`src/rtl/mac_apot_vec_if.sv`:
```
// Beat input and result output handshake bundle for mac_apot_vec.
// The engine sits on the slave side; the beat producer and result consumer sit on the master side.
interface mac_apot_vec_if #(
  parameter int LANES     = 4,
  parameter int ACC_WIDTH = 20,
  parameter int LEN_WIDTH = 8
);
  logic                        in_valid;
  logic                        in_ready;
  logic [4*LANES-1:0]          act;
  logic [4*LANES-1:0]          weight;
  logic [LEN_WIDTH-1:0]        len;
  logic                        out_valid;
  logic                        out_ready;
  logic signed [ACC_WIDTH-1:0] out_data;
  logic                        out_sat;

  modport slave (
    input  in_valid, act, weight, len, out_ready,
    output in_ready, out_valid, out_data, out_sat
  );

  modport master (
    output in_valid, act, weight, len, out_ready,
    input  in_ready, out_valid, out_data, out_sat
  );
endinterface

```
`src/rtl/mac_apot_vec.sv`:
```
// Multi-lane APoT multiply-accumulate engine.
// Each beat carries LANES 4-bit APoT activation/weight pairs; the beat dot product
// is accumulated over a programmable group length and one (optionally saturated)
// result per group is offered on a valid/ready output. A single enable freezes the
// whole three-stage pipeline while a result is held by the consumer.
module mac_apot_vec #(
  parameter int LANES     = 4,
  parameter int ACC_WIDTH = 20,
  parameter int LEN_WIDTH = 8,
  parameter bit SATURATE  = 1'b1
) (
  input  logic          clk,
  input  logic          reset,
  mac_apot_vec_if.slave s_if
);

  localparam int SUM_W  = 9 + $clog2(LANES);
  localparam int WIDE_W = ACC_WIDTH + 2;

  // APoT magnitude: bits[2:1] pick the large term, bit0 adds 2.
  function automatic logic [3:0] apot_mag(input logic [3:0] code);
    logic [3:0] t1;
    case (code[2:1])
      2'b00:   t1 = 4'd0;
      2'b01:   t1 = 4'd8;
      2'b10:   t1 = 4'd4;
      default: t1 = 4'd1;
    endcase
    return t1 + (code[0] ? 4'd2 : 4'd0);
  endfunction

  // Signed 9-bit lane product; a negative-zero code still yields 0.
  function automatic logic signed [8:0] lane_prod(input logic [3:0] a, input logic [3:0] w);
    logic [7:0] mag;
    mag = {4'd0, apot_mag(a)} * {4'd0, apot_mag(w)};
    return (a[3] ^ w[3]) ? -$signed({1'b0, mag}) : $signed({1'b0, mag});
  endfunction

  // True when the widened sum no longer fits ACC_WIDTH and clamping is enabled.
  function automatic logic ovf_of(input logic signed [WIDE_W-1:0] v);
    logic [2:0] top;
    top = v[WIDE_W-1:ACC_WIDTH-1];
    return SATURATE && (top != 3'b000) && (top != 3'b111);
  endfunction

  // Clamp to the signed ACC_WIDTH range, or wrap when clamping is disabled.
  function automatic logic signed [ACC_WIDTH-1:0] sat_fit(input logic signed [WIDE_W-1:0] v);
    if (ovf_of(v)) begin
      return v[WIDE_W-1] ? {1'b1, {(ACC_WIDTH-1){1'b0}}} : {1'b0, {(ACC_WIDTH-1){1'b1}}};
    end
    return v[ACC_WIDTH-1:0];
  endfunction

  logic                        en;
  logic                        accept;
  logic [LEN_WIDTH-1:0]        cnt_q, cnt_d;
  logic [LEN_WIDTH-1:0]        len_q, len_d;
  logic [LEN_WIDTH-1:0]        eff_len;
  logic                        last_beat;

  logic                        vld_p1_q;
  logic                        last_p1_q;
  logic [4*LANES-1:0]          act_p1_q;
  logic [4*LANES-1:0]          wt_p1_q;

  logic signed [SUM_W-1:0]     beat_sum;
  logic                        vld_p2_q;
  logic                        last_p2_q;
  logic signed [SUM_W-1:0]     sum_p2_q;

  logic signed [WIDE_W-1:0]    acc_wide;
  logic signed [ACC_WIDTH-1:0] acc_next;
  logic                        acc_ovf;
  logic signed [ACC_WIDTH-1:0] acc_q;
  logic                        sat_flag_q;
  logic                        out_valid_q;
  logic signed [ACC_WIDTH-1:0] out_data_q;
  logic                        out_sat_q;

  assign en     = !out_valid_q || s_if.out_ready;
  assign accept = s_if.in_valid && en;

  assign s_if.in_ready  = en;
  assign s_if.out_valid = out_valid_q;
  assign s_if.out_data  = out_data_q;
  assign s_if.out_sat   = out_sat_q;

  // Group bookkeeping: latch the length on a group's first beat and flag its last beat.
  always_comb begin
    eff_len   = len_q;
    cnt_d     = cnt_q;
    len_d     = len_q;
    if (cnt_q == '0) begin
      eff_len = (s_if.len == '0) ? LEN_WIDTH'(1) : s_if.len;
    end
    last_beat = (cnt_q == eff_len - LEN_WIDTH'(1));
    if (accept) begin
      len_d = eff_len;
      cnt_d = last_beat ? '0 : cnt_q + LEN_WIDTH'(1);
    end
  end

  // Beat sum of all lane products for the operands held in stage 1.
  always_comb begin
    beat_sum = '0;
    for (int i = 0; i < LANES; i++) begin
      beat_sum = beat_sum + SUM_W'(lane_prod(act_p1_q[4*i +: 4], wt_p1_q[4*i +: 4]));
    end
  end

  // Accumulator update candidate, widened so both clamp and wrap are exact.
  always_comb begin
    acc_wide = WIDE_W'(acc_q) + WIDE_W'(sum_p2_q);
    acc_next = sat_fit(acc_wide);
    acc_ovf  = ovf_of(acc_wide);
  end

  // Control state: beat counter, latched length and per-stage valids.
  always_ff @(posedge clk) begin
    if (reset) begin
      cnt_q    <= '0;
      len_q    <= '0;
      vld_p1_q <= 1'b0;
      vld_p2_q <= 1'b0;
    end else if (en) begin
      cnt_q    <= cnt_d;
      len_q    <= len_d;
      vld_p1_q <= accept;
      vld_p2_q <= vld_p1_q;
    end
  end

  // ---- stage 1 / stage 2 boundary: operand capture, then decoded beat sum ----
  always_ff @(posedge clk) begin
    if (en) begin
      act_p1_q  <= s_if.act;
      wt_p1_q   <= s_if.weight;
      last_p1_q <= last_beat;
      sum_p2_q  <= beat_sum;
      last_p2_q <= last_p1_q;
    end
  end

  // ---- stage 3: accumulate, close the group on its last beat, run the output handshake ----
  always_ff @(posedge clk) begin
    if (reset) begin
      acc_q       <= '0;
      sat_flag_q  <= 1'b0;
      out_valid_q <= 1'b0;
      out_data_q  <= '0;
      out_sat_q   <= 1'b0;
    end else if (en) begin
      if (vld_p2_q && last_p2_q) begin
        out_data_q  <= acc_next;
        out_sat_q   <= sat_flag_q | acc_ovf;
        out_valid_q <= 1'b1;
        acc_q       <= '0;
        sat_flag_q  <= 1'b0;
      end else begin
        if (vld_p2_q) begin
          acc_q      <= acc_next;
          sat_flag_q <= sat_flag_q | acc_ovf;
        end
        if (s_if.out_ready) begin
          out_valid_q <= 1'b0;
        end
      end
    end
  end

endmodule

```
`src/flat_wrapper.sv`:
```
// flat-port wrapper written by rule: the top's interface ports become plain ports
module mac_apot_vec_flat 
#(
  parameter int LANES     = 4,
  parameter int ACC_WIDTH = 20,
  parameter int LEN_WIDTH = 8,
  parameter bit SATURATE  = 1'b1
)
  (clk, reset, s_if_in_valid, s_if_act, s_if_weight, s_if_len, s_if_out_ready, s_if_in_ready, s_if_out_valid, s_if_out_data, s_if_out_sat);
  mac_apot_vec_if #(.LANES(LANES), .ACC_WIDTH(ACC_WIDTH), .LEN_WIDTH(LEN_WIDTH)) s_if_i ();
  input  logic clk;
  input  logic reset;
  input wire logic [$bits(s_if_i.in_valid)-1:0] s_if_in_valid;
  input wire logic [$bits(s_if_i.act)-1:0] s_if_act;
  input wire logic [$bits(s_if_i.weight)-1:0] s_if_weight;
  input wire logic [$bits(s_if_i.len)-1:0] s_if_len;
  input wire logic [$bits(s_if_i.out_ready)-1:0] s_if_out_ready;
  output wire logic [$bits(s_if_i.in_ready)-1:0] s_if_in_ready;
  output wire logic [$bits(s_if_i.out_valid)-1:0] s_if_out_valid;
  output wire logic [$bits(s_if_i.out_data)-1:0] s_if_out_data;
  output wire logic [$bits(s_if_i.out_sat)-1:0] s_if_out_sat;
  assign s_if_i.in_valid = s_if_in_valid;
  assign s_if_i.act = s_if_act;
  assign s_if_i.weight = s_if_weight;
  assign s_if_i.len = s_if_len;
  assign s_if_i.out_ready = s_if_out_ready;
  assign s_if_in_ready = s_if_i.in_ready;
  assign s_if_out_valid = s_if_i.out_valid;
  assign s_if_out_data = s_if_i.out_data;
  assign s_if_out_sat = s_if_i.out_sat;
  mac_apot_vec #(.LANES(LANES), .ACC_WIDTH(ACC_WIDTH), .LEN_WIDTH(LEN_WIDTH), .SATURATE(SATURATE)) u_core (.clk(clk), .reset(reset), .s_if(s_if_i));
endmodule
```
`config.mk`:
```
export PLATFORM = sky130hd
export DESIGN_NAME = mac_apot_vec_flat
export DESIGN_NICKNAME = d
export VERILOG_FILES = /design/src/rtl/mac_apot_vec_if.sv /design/src/rtl/mac_apot_vec.sv /design/src/flat_wrapper.sv
export SDC_FILE = /design/constraint.sdc
export NUM_CORES = 1
export LEC_CHECK = 0
export BUFFER_PORTS_ARGS = -buffer_cell sky130_fd_sc_hd__buf_2
export CORE_MARGIN = 3
export CORE_UTILIZATION = 50
export DETAILED_ROUTE_END_ITERATION = 8
export GPL_TIMING_DRIVEN = 0
export HOLD_SLACK_MARGIN = 0.15
export PLACE_DENSITY_LB_ADDON = 0.25
export SLEW_MARGIN = 20
export SYNTH_ARGS = -nofsm -noshare
export SYNTH_HDL_FRONTEND = slang
export SYNTH_SLANG_ARGS = --single-unit
```
`constraint.sdc`:
```
create_clock -name clk -period 12.84 [get_ports clk]
set_clock_uncertainty 0.05 [all_clocks]
set_input_delay 1.284 -clock clk [delete_from_list [all_inputs] [get_ports clk]]
set_output_delay 1.284 -clock clk [all_outputs]
set_load 0.02 [all_outputs]
```
==> flow_metrics.tcl, run 1 <==
set metrics [dict create \
    hold_viol 0 \
    synth_warnings 0 \
    place_hpwl_mm 13.03 \
    r2r-start "u_core.wt_p1_q[10]$_DFFE_PN_" \
    ys_seq_area_share_pct 30.92 \
    slew_violations 0 \
    cts.path.max_buffers 2 \
    wirelength_mm 16.56 \
    hold_path_class "flop to flop" \
    detail_route.first_pass.iterations 4 \
    grt_pass1_vias 6270 \
    crit_path_max_fanout 6 \
    drv_cap 0 \
    portBuffers 65 \
    reg2reg_slack_ns 6.91 \
    rsz0062_at_grt "no" \
    fmax_mhz 168.6 \
    power_frac_clock_pct 16.2 \
    powerDensity_mw_per_mm2 179.9 \
    postRouteAntennaNets 0 \
    power_leakage_nw 4.246 \
    syn_nets 1073 \
    cts_setup_buffers 0 \
    nFillCells 1466 \
    p_int_mw 0.9274 \
    setup_viol 0 \
    power_frac_seq_pct 27.6 \
    cts_resized 0 \
    nets 1149 \
    finalNonFillerCells 1203 \
    p_sw_mw 0.7275 \
    endpoint_kind "flop" \
    synth.distinct_cells 62 \
    grt_pass1_wl_mm 28.79 \
    cts_tree "done" \
    htreeDepth 3 \
    pwr-share-comb_pct 56.2 \
    async_flop_share_pct 0 \
    grt_max_degree 55 \
    crit_type "flop to flop" \
    vdd_ir_drop_max_v 0.0001192 \
    cp-endpoint "u_core.sum_p2_q[10]$_DFFE_PN_" \
    ioPinCount 67 \
    placed_cell_area_mm2 0.008919 \
    synth_cells 906 \
    timing.critical_path.from "u_core.wt_p1_q[10]$_DFFE_PN_" \
    tightest_slew_ns 0.8406 \
    drt-vias-per-instance 5.345 \
    area_growth_pct 10.60 \
    drc 0 \
    finish.utilization_pct 57.30 \
    n_antenna_cell 0 \
    reg2reg_to "u_core.sum_p2_q[10]$_DFFE_PN_" \
    clock-root-buffer "clkbuf_16" \
    die-area_mm2 0.01822 \
    synth_edf_count 45 \
    die_w_um 135.0 \
    start_util_pct 51.81 \
    die_h_um 135.0 \
    drt-initial-drc-count 331 \
    avgRoutedWirePerCell_um 13.77 \
    gp_congestion 0.8919 \
    avgSynthCellArea_um2 9.182 \
    stdcell_area_mm2 0.009201 \
    rows 46 \
    num_vias 6430 \
    cp-start-kind "flop" \
    swShare_pct 43.96 \
    cts_inserted_buffers 9 \
    ys_ff_latch 106 \
    worstRegToRegCells 21 \
    clock-sinks 106 \
    relSlewSlack_pct 43.96 \
    drive_gt1_share_pct 10.23 \
    synth_ff_type "dfxtp_1" \
    coreArea_mm2 0.01606 \
    grt_antenna_before_repair 0 \
    placed_cells 1187 \
    crit_required_ns 12.90 \
    clkLatencyLatePin_ns 0.36 \
    cp_data_arrival_time_ns 5.99 \
    track_usage_pct 19.11 \
    syn_area_mm2 0.008319 \
    status "finished, final reports clean" \
    period_needed_ns 5.931 \
    setup_tns_ns 0 \
    clkTransAtPathRegs_ns 0.08 \
    grt_overflow 0 \
    ctsHoldBuffers 0 \
    post-route-period-util_pct 46.19 \
]
==> power by group through the flow <==
stage               Clock [mW]  Combinational, mW  Sequential, mW
floorplan                    0              0.731           0.454
global placement             0              0.901           0.463
detailed placement           0              0.927           0.465
CTS                      0.276              0.934           0.457
global route             0.288               1.07           0.464
finish                   0.267              0.930           0.457
==> cell families (layout without fill, tap and decap cells) <==
logic type      after synthesis  count (layout)  synth area share [%]
simple gates                299             299                 17.82
mux                           9               9                 1.083
xor+xnor                     88              88                 9.265
fa+ha+maj                   123             123                 21.75
buf+inv                      92             173                 4.497
compound gates              189             189                 14.66
flops                       106             106                 30.92
==> placed cells by master, fill, tap and decap left out, types with 10 or more instances in the layout <==
| cell type | Yosys | layout |
|---|---|---|
| and2_1 | 10 | 10 |
| dfxtp_1 | 61 | 61 |
| xnor2_1 | 52 | 52 |
| and3_1 | 15 | 15 |
| buf_2 | 1 | 66 |
| inv_1 | 67 | 67 |
| ha_1 | 87 | 87 |
| o21ai_0 | 32 | 32 |
| nand2_1 | 87 | 87 |
| a21oi_1 | 63 | 63 |
| nor3_1 | 12 | 12 |
| nor2b_1 | 15 | 15 |
| nand2b_1 | 24 | 24 |
| fa_1 | 36 | 36 |
| nor2_1 | 82 | 82 |
| a21o_1 | 21 | 21 |
| edfxtp_1 | 45 | 45 |
| clkbuf_1 | 18 | 18 |
| xor2_1 | 36 | 36 |
| a211oi_1 | 24 | 24 |
| nand3_1 | 16 | 16 |
==> cell type report <==
class	count	area (µm²)	area share (%)
multi-input combinational	708	5373	58.39
sequential	106	2572	27.96
timing repair buffer	65	325.3	3.535
tap	216	270.3	2.937
inverter	68	255.2	2.774
clock buffer	10	229.0	2.488
buffer	24	122.6	1.333
clock inverter	6	53.80	0.5847
==> synthesized netlist by cell type (2+ instances only) <==
library cell | count | area [µm²]
a211oi_1 | 24 | 180.2
nor3_2 | 7 | 70.07
o211a_1 | 2 | 20.02
and4_1 | 2 | 17.52
edfxtp_1 | 45 | 1351
a21oi_1 | 63 | 315.3
nor4_1 | 2 | 12.51
mux2i_1 | 9 | 90.09
and3_1 | 15 | 93.84
ha_1 | 87 | 1089
o21ai_0 | 32 | 160.2
a21boi_0 | 2 | 15.01
or3_1 | 6 | 37.54
clkbuf_1 | 18 | 67.56
nor2_1 | 82 | 307.8
nor2b_1 | 15 | 93.84
inv_1 | 67 | 251.5
a21oi_2 | 2 | 17.52
o31ai_1 | 7 | 52.55
a311oi_1 | 3 | 26.28
xor2_1 | 36 | 315.3
fa_1 | 36 | 720.7
xnor2_1 | 52 | 455.4
and2_1 | 10 | 62.56
a31oi_1 | 3 | 18.77
nor3_1 | 12 | 60.06
buf_6 | 2 | 22.52
nand2b_1 | 24 | 150.1
nand3_1 | 16 | 80.08
nand4_1 | 8 | 50.05
o221ai_1 | 2 | 17.52
nand2_1 | 87 | 326.6
a2111oi_0 | 3 | 26.28
o21bai_1 | 6 | 45.04
nand3b_1 | 7 | 52.55
o211ai_1 | 3 | 22.52
dfxtp_1 | 61 | 1221
o21a_1 | 3 | 22.52
a221o_1 | 2 | 20.02
a21o_1 | 21 | 157.7
==> state kept, by name (all words and copies together) (netlist names), 8 cells and up <==
name / cells
u_core.len_q: 8
u_core.wt_p1_q: 16
u_core.cnt_q: 8
u_core.s_if.out_data: 20
u_core.act_p1_q: 16
u_core.acc_q: 20
u_core.sum_p2_q: 11
==> critical path: stages, from the launching register on <==
cell	delay, ns
edfxtp_1	0.45
nor2b_1	0.18
nand3_1	0.13
fa_1	0.56
inv_1	0.06
fa_1	0.56
inv_1	0.06
fa_1	0.57
nor2b_1	0.25
nand2_1	0.08
nor3_1	0.21
nor2_1	0.08
xor2_1	0.21
fa_1	0.48
fa_1	0.54
inv_1	0.04
ha_1	0.33
a21oi_1	0.22
o21ai_0	0.18
a21o_1	0.20
a21oi_1	0.16
xnor2_1	0.08
==> per-layer routing <==
| layer | GRT usage, % | part of all wire, % | up-vias |
|---|---|---|---|
| met5 | 0 | 0 | - |
| met4 | 4.983 | 1.4 | 0 |
| met3 | 3.204 | 4.3 | 23 |
| met2 | 33.19 | 49 | 120 |
| met1 | 24.83 | 45 | 2969 |
| li1 | - | - | 3318 |
==> worst min-delay path by stage <==
| stage | slack, ns | from | end | cells past startpoint |
|---|---|---|---|---|
| 3_5_place_dp | 0.36 | u_core.last_p1_q$_DFFE_PN_ | u_core.last_p2_q$_DFFE_PN_ | 0 |
| 6_report | 0.37 | u_core.last_p1_q$_DFFE_PN_ | u_core.last_p2_q$_DFFE_PN_ | 0 |
| 5_1_grt | 0.38 | u_core.last_p1_q$_DFFE_PN_ | u_core.last_p2_q$_DFFE_PN_ | 0 |
| 2_1_floorplan | 0.35 | u_core.last_p1_q$_DFFE_PN_ | u_core.last_p2_q$_DFFE_PN_ | 0 |
| 4_1_cts | 0.37 | u_core.last_p1_q$_DFFE_PN_ | u_core.last_p2_q$_DFFE_PN_ | 0 |
| 3_3_place_gp | 0.35 | u_core.last_p1_q$_DFFE_PN_ | u_core.last_p2_q$_DFFE_PN_ | 0 |
==> per-stage QoR <==
stage	hold WS, ns	total power, mW	setup slack (ns)
2_1_floorplan	0.3503	1.185	7.292
3_3_place_gp	0.3535	1.364	6.975
3_5_place_dp	0.3557	1.392	6.910
4_1_cts	0.3742	1.667	6.896
5_1_grt	0.3805	1.819	6.472
6_report	0.3722	1.655	6.909
(Power assumes the default switching activity.)
==> run 2, diff against run 1 <==
ABC_AREA = 1   (was not set)
clock period = 4.75 ns   (was 12.84 ns; I/O delays follow)
==> run 2 against run 1 <==
Compared with the run above:
- the run now ends with setup timing left
- first-iteration DRC count is 31% higher
- cell area increased by 15%
- fmax is 11% higher
- largest cell class unchanged
- global-route usage increased by 1.2 points
==> flow_metrics.tcl, run 2 <==
set metrics [dict create \
    period_needed_ns 5.336 \
    cts_inserted_buffers 9 \
    layout_common_cells "239 x nand2_1, 170 x inv_1, 140 x nor2_1, 76 x ha_1, 68 x a21oi_1" \
    coreArea_mm2 0.01688 \
    cp_slowest_stage_delay_ns 0.61 \
    reg2reg_to "u_core.sum_p2_q[9]$_DFFE_PN_" \
    clkTransAtPathRegs_ns 0.07 \
    synth_warnings 0 \
    crit_top_cell "fa_1" \
    avgSynthCellArea_um2 7.447 \
    rsz0062_at_grt "yes" \
    rows 47 \
    powerDensity_mw_per_mm2 535.2 \
    cp_data_arrival_time_ns 5.40 \
    wirelength_mm 19.57 \
    syn_area_mm2 0.008802 \
    final_common_cell "nand2_1" \
    crit_required_ns 4.81 \
    portBuffers 65 \
    hold_path_class "input port to flop" \
    detail_route.first_pass.iterations 7 \
    synth.distinct_cells 39 \
    fmax_mhz 187.4 \
    place_hpwl_mm 14.76 \
    die_w_um 138.7 \
    tightest_slew_ns 0.9021 \
    p_sw_mw 2.569 \
    grt_antenna_before_repair 0 \
    ys_seq_area_share_pct 29.23 \
    synth_edf_count 45 \
    synth.area.top_cells "edfxtp_1 15%, dfxtp_1 14%, ha_1 12%" \
    drv_cap 0 \
    crit_type "flop to flop" \
    p_int_mw 3.081 \
    ioPinCount 67 \
    synth_cells 1182 \
    grt_pass1_vias 7340 \
    clock-root-buffer "clkbuf_16" \
    pwr-share-comb_pct 65.0 \
    nFillCells 1483 \
    setup_ws_ns -0.5855 \
    dp_slack_ns -0.6776 \
    grt_max_degree 26 \
    area_growth_pct 19.94 \
    status "complete, but fails checks" \
    vdd_ir_drop_max_v 0.0003739 \
    gp_congestion 0.9212 \
    cp-start-kind "flop" \
    timing.critical_path.from "u_core.wt_p1_q[6]$_DFFE_PN_" \
    placed_cells 1468 \
    whs_path_depth 1 \
    async_flop_share_pct 0 \
    endpoint_kind "flop" \
    power_frac_seq_pct 21.5 \
    reg2reg_slack_ns -0.59 \
    clock-sinks 106 \
    power_frac_clock_pct 13.5 \
    postRouteAntennaNets 0 \
    crit_path_max_fanout 3 \
    drc 0 \
    ys_ff_latch 106 \
    synth_most_common_cell "nand2_1" \
    p_total_mw 5.650 \
    slowest_stage "fa_2" \
    finalNonFillerCells 1516 \
    avgRoutedWirePerCell_um 12.91 \
    crit_chain "inv_2, nand2_2, inv_2, nand3_2, fa_1, inv_2, fa_1, fa_2, nor3_4, inv_1, nand2_2, xor2_2, fa_1, inv_1, fa_1, ha_4, a21oi_4, o21ai_2, a21o_1, a21oi_4, o21ai_2, a21oi_2, xnor2_1" \
    track_usage_pct 20.30 \
    synth_commonest_cells "258 x nand2_1, 188 x inv_1, 149 x nor2_1" \
    drive_gt1_share_pct 19.91 \
    ctsHoldBuffers 0 \
    hold_viol 0 \
    worstRegToRegCells 23 \
    cts.path.max_buffers 2 \
    cts_tree "done" \
    synth_ff_type "dfxtp_1" \
    grt_pass1_wl_mm 32.91 \
    num_vias 7614 \
    die-area_mm2 0.01923 \
    hp-start "s_if_weight[15]" \
    violations "setup timing" \
    swShare_pct 45.47 \
    power_leakage_nw 5.439 \
    syn_nets 1349 \
    drt-initial-drc-count 433 \
    setup_viol 7 \
    yosysTopAreaCellShare_pct 15.35 \
    post-route-period-util_pct 112.3 \
    n_antenna_cell 0 \
    clkLatencyLatePin_ns 0.36 \
    slew_violations 0 \
    start_util_pct 52.15 \
    relSlewSlack_pct 39.66 \
    drt-vias-per-instance 5.022 \
    grt_overflow 0 \
    die_h_um 138.7 \
    synth_top_cell_by_area "edfxtp_1" \
    holdPathEnd "u_core.wt_p1_q[15]$_DFFE_PN_" \
    r2r-start "u_core.wt_p1_q[6]$_DFFE_PN_" \
    nets 1458 \
    htreeDepth 3 \
]
[run 2: cell type report]
cell class	instances	area, µm²	area share [%]
Inverter	196	735.7	6.968
Sequential cell	106	2572	24.37
Clock buffer	12	267.8	2.536
Buffer	19	87.58	0.8296
Multi-Input combinational cell	861	5973	56.58
Clock inverter	4	30.03	0.2844
Timing Repair Buffer	98	615.6	5.831
Tap cell	220	275.3	2.607
[run 2: cell families after synthesis]
group | after synthesis | share of synthesized area, %
AOI/OAI and AO/OA | 161 | 9.709
adders and majority gates | 123 | 20.55
and+or+nand+nor | 515 | 24.99
buffers and inverters | 215 | 9.353
xor gates and xnor gates | 62 | 6.169
DFF | 106 | 29.23
[run 2: how the worst max path moves through the flow]
stage / endpoint / slack [ns]
after floorplan: u_core.sum_p2_q[9]$_DFFE_PN_ / -0.33
after global placement: u_core.sum_p2_q[9]$_DFFE_PN_ / -0.63
after detailed placement: u_core.sum_p2_q[9]$_DFFE_PN_ / -0.68
after CTS: u_core.sum_p2_q[9]$_DFFE_PN_ / -0.58
after global routing: u_core.sum_p2_q[9]$_DFFE_PN_ / -0.74
final: u_core.sum_p2_q[9]$_DFFE_PN_ / -0.59
[run 2: repair_timing]
action / CTS / global route
gates cloned: 0 / 0
buffers inserted: 22 / 10
pin swaps: 44 / 41
setup endpoints to repair: 6 / 8
gates resized for setup: 43 / 51
[run 2: routing by layer]
| metal | track usage (%) | vias to the layer above | share of wire (%) |
|---|---|---|---|
| met5 | 0 | - | 0 |
| met4 | 6.334 | 0 | 1.5 |
| met3 | 2.448 | 18 | 3.2 |
| met2 | 35.10 | 132 | 48 |
| met1 | 26.72 | 3502 | 47 |
| li1 | - | 3962 | - |
[run 2: critical path, delay by kind of cell, from the launching register on]
kind | cells | cell delay, ns
adders and majority gates | 6 | 2.96
AOI/OAI and AO/OA | 6 | 0.80
DFF | 1 | 0.42
buffers and inverters | 5 | 0.32
xor gates and xnor gates | 2 | 0.29
and+or+nand+nor | 4 | 0.25
[run 2: stage by stage]
stage	utilization (%)	hold WS [ns]	TNS, ns	area [µm²]
detailed placement	57.05	0.3589	-2.302	9629
global placement	56.89	0.3546	-2.079	9602
finish	62.55	0.2320	-3.024	10560
floorplan	-	0.3503	-0.6988	9001
CTS	60.98	0.2212	-3.068	10290
global route	62.55	0.2277	-4.157	10560
[run 2: power groups by stage]
stage / clock network (mW) / registers [mW] / logic (mW)
6_report: 0.764 / 1.21 / 3.67
5_1_grt: 0.818 / 1.23 / 4.07
4_1_cts: 0.782 / 1.21 / 3.29
3_5_place_dp: 0 / 1.23 / 2.96
3_3_place_gp: 0 / 1.23 / 2.91
2_1_floorplan: 0 / 1.21 / 2.32
==> run 3, diff against run 2 <==
RECOVER_POWER = 100   (was not set)
==> run 3 against run 2 <==
Compared with the run above:
- the flow still finishes with violations (setup timing)
- utilization shrank 0.74 points
- critical endpoint unchanged
- largest cell class unchanged
- wire length grew 0.29%
- sequential cell count is the same
- via count grew 0.39%
- register-to-register slack is essentially flat
- total power shrank 1.0%
- cell count is the same
- count of clock-buffer cells in the layout is the same
- fmax is essentially flat
==> flow_metrics.tcl, run 3 (same netlist as run 2, synthesis figures left out) <==
set metrics [dict create \
    status "complete, but fails checks" \
    violations "setup timing" \
    fmax_mhz 187.5 \
    crit_type "flop to flop" \
    num_vias 7644 \
    die_h_um 138.7 \
    clkLatencyLatePin_ns 0.36 \
    cp-start-kind "flop" \
    endpoint_kind "flop" \
    cts.path.max_buffers 2 \
    postRouteAntennaNets 0 \
    rows 47 \
    met2_usage_pct 35.10 \
    cts_inserted_buffers 9 \
    tightest_slew_ns 1.312 \
    drt-initial-drc-count 391 \
    coreArea_mm2 0.01688 \
    rsz0062_at_grt "yes" \
    placed_cells 1468 \
    crit_path_max_fanout 3 \
    htreeDepth 3 \
    drive_gt1_share_pct 17.05 \
    use_met1_pct 26.72 \
    grt_pass1_vias 7340 \
    drt-vias-per-instance 5.042 \
    final_common_cell "nand2_1" \
    clkTransAtPathRegs_ns 0.07 \
    setup_ws_ns -0.5843 \
    clock-sinks 106 \
    drc 0 \
    nets 1458 \
    hold_viol 0 \
    cts_tree "done" \
    vdd_ir_drop_max_v 0.0003739 \
    p_total_mw 5.594 \
    place_hpwl_mm 14.76 \
    period_needed_ns 5.334 \
    grt_max_degree 26 \
    clock-root-buffer "clkbuf_16" \
    crit_required_ns 4.81 \
    setup_tns_ns -3.019 \
    track_usage_pct 20.30 \
    relSlewSlack_pct 12.54 \
    cp_data_arrival_time_ns 5.40 \
    layout_common_cells "240 x nand2_1, 171 x inv_1, 142 x nor2_1, 76 x ha_1, 68 x a21oi_1" \
    busiest_layer "met2" \
    detail_route.first_pass.iterations 5 \
    ioPinCount 67 \
    powerDensity_mw_per_mm2 536.2 \
    drv_cap 0 \
    setup_viol 7 \
    nFillCells 1516 \
    met3_usage_pct 2.448 \
    whs_ns 0.2325 \
    avgRoutedWirePerCell_um 12.94 \
    area_growth_pct 18.52 \
    finish.utilization_pct 61.81 \
    slew_violations 0 \
    ctsHoldBuffers 0 \
    post-route-period-util_pct 112.3 \
    power_leakage_nw 5.299 \
    die-area_mm2 0.01923 \
    finalNonFillerCells 1516 \
    gp_congestion 0.9212 \
    hold_path_class "input port to flop" \
    grt_pass1_wl_mm 32.91 \
    start_util_pct 52.15 \
    grt_antenna_before_repair 0 \
    die_w_um 138.7 \
    wirelength_mm 19.62 \
    n_antenna_cell 0 \
    grt_overflow 0 \
    portBuffers 65 \
]
==> run 3: cell types whose count changed in the layout (fill, tap and decap cells not counted), moves of 2 or more <==
cell      previous run  this run
nor2_4               9         7
nand3_4              2         0
buf_2               66        42
nand3_1             51        55
clkbuf_1            16        45
nand3_2              9         7
nor2_1             140       142
buf_4               28        25
==> run 3: path summary, 6_finish.rpt <==
path | startpoint | end | slack, ns | depth (start not counted)
hold / removal | s_if_weight[15] | u_core.wt_p1_q[15]$_DFFE_PN_ | 0.23 | 1
setup reg to reg | u_core.wt_p1_q[6]$_DFFE_PN_ | u_core.sum_p2_q[9]$_DFFE_PN_ | -0.58 | 23
hold reg to reg | u_core.last_p1_q$_DFFE_PN_ | u_core.last_p2_q$_DFFE_PN_ | 0.37 | 0
setup / recovery | u_core.wt_p1_q[6]$_DFFE_PN_ | u_core.sum_p2_q[9]$_DFFE_PN_ | -0.58 | 23
==> run 3: metal layers <==
metal / wire length, µm / vias up
li1: - / 3965
met1: 9293 / 3521
met2: 9379 / 138
met3: 655 / 20
met4: 295 / 0
met5: 0 / -
==> run 3: what timing repair did <==
item	CTS	global route
setup buffers	22	10
pin swaps	44	41
cloned	0	0
resized for setup	43	51
setup endpoints to repair	6	8
==> run 3: stage by stage <==
stage	setup slack, ns	cell area (µm²)
after floorplan	-0.3346	9001
after global placement	-0.6256	9602
after CTS	-0.5806	10290
after global routing	-0.7373	10430
after detailed placement	-0.6776	9629
final	-0.5843	10430
==> run 3: power breakdown <==
| part | total, mW | internal [mW] | leakage (nW) | switching (mW) |
|---|---|---|---|---|
| clock | 0.761 | 0.406 | 0.149 | 0.355 |
| sequential | 1.22 | 1.14 | 0.977 | 0.0794 |
| combinational | 3.62 | 1.50 | 4.17 | 2.11 |
| total | 5.59 | 3.05 | 5.30 | 2.55 |
==> run 3: area by class of cell <==
cell class / count / area, µm² / share of cell area [%]
timing repair buffer: 98 / 555.5 / 5.325
clock buffer: 12 / 267.8 / 2.567
inverter: 196 / 735.7 / 7.052
multi-input combinational: 861 / 5921 / 56.75
clock inverter: 4 / 30.03 / 0.2878
tap: 220 / 275.3 / 2.639
sequential: 106 / 2572 / 24.66
buffer: 19 / 75.07 / 0.7196
==> run 3: critical path, stage by stage (launching register included) <==
cell      delay [ns]
edfxtp_1        0.42
inv_2           0.10
nand2_2         0.06
inv_2           0.07
nand3_2         0.08
fa_1            0.55
inv_2           0.04
fa_1            0.52
fa_2            0.61
nor3_4          0.05
inv_1           0.06
nand2_2         0.06
xor2_2          0.21
fa_1            0.54
inv_1           0.05
fa_1            0.51
ha_4            0.22
a21oi_4         0.12
o21ai_2         0.08
a21o_1          0.21
a21oi_4         0.17
o21ai_2         0.08
a21oi_2         0.14
xnor2_1         0.08
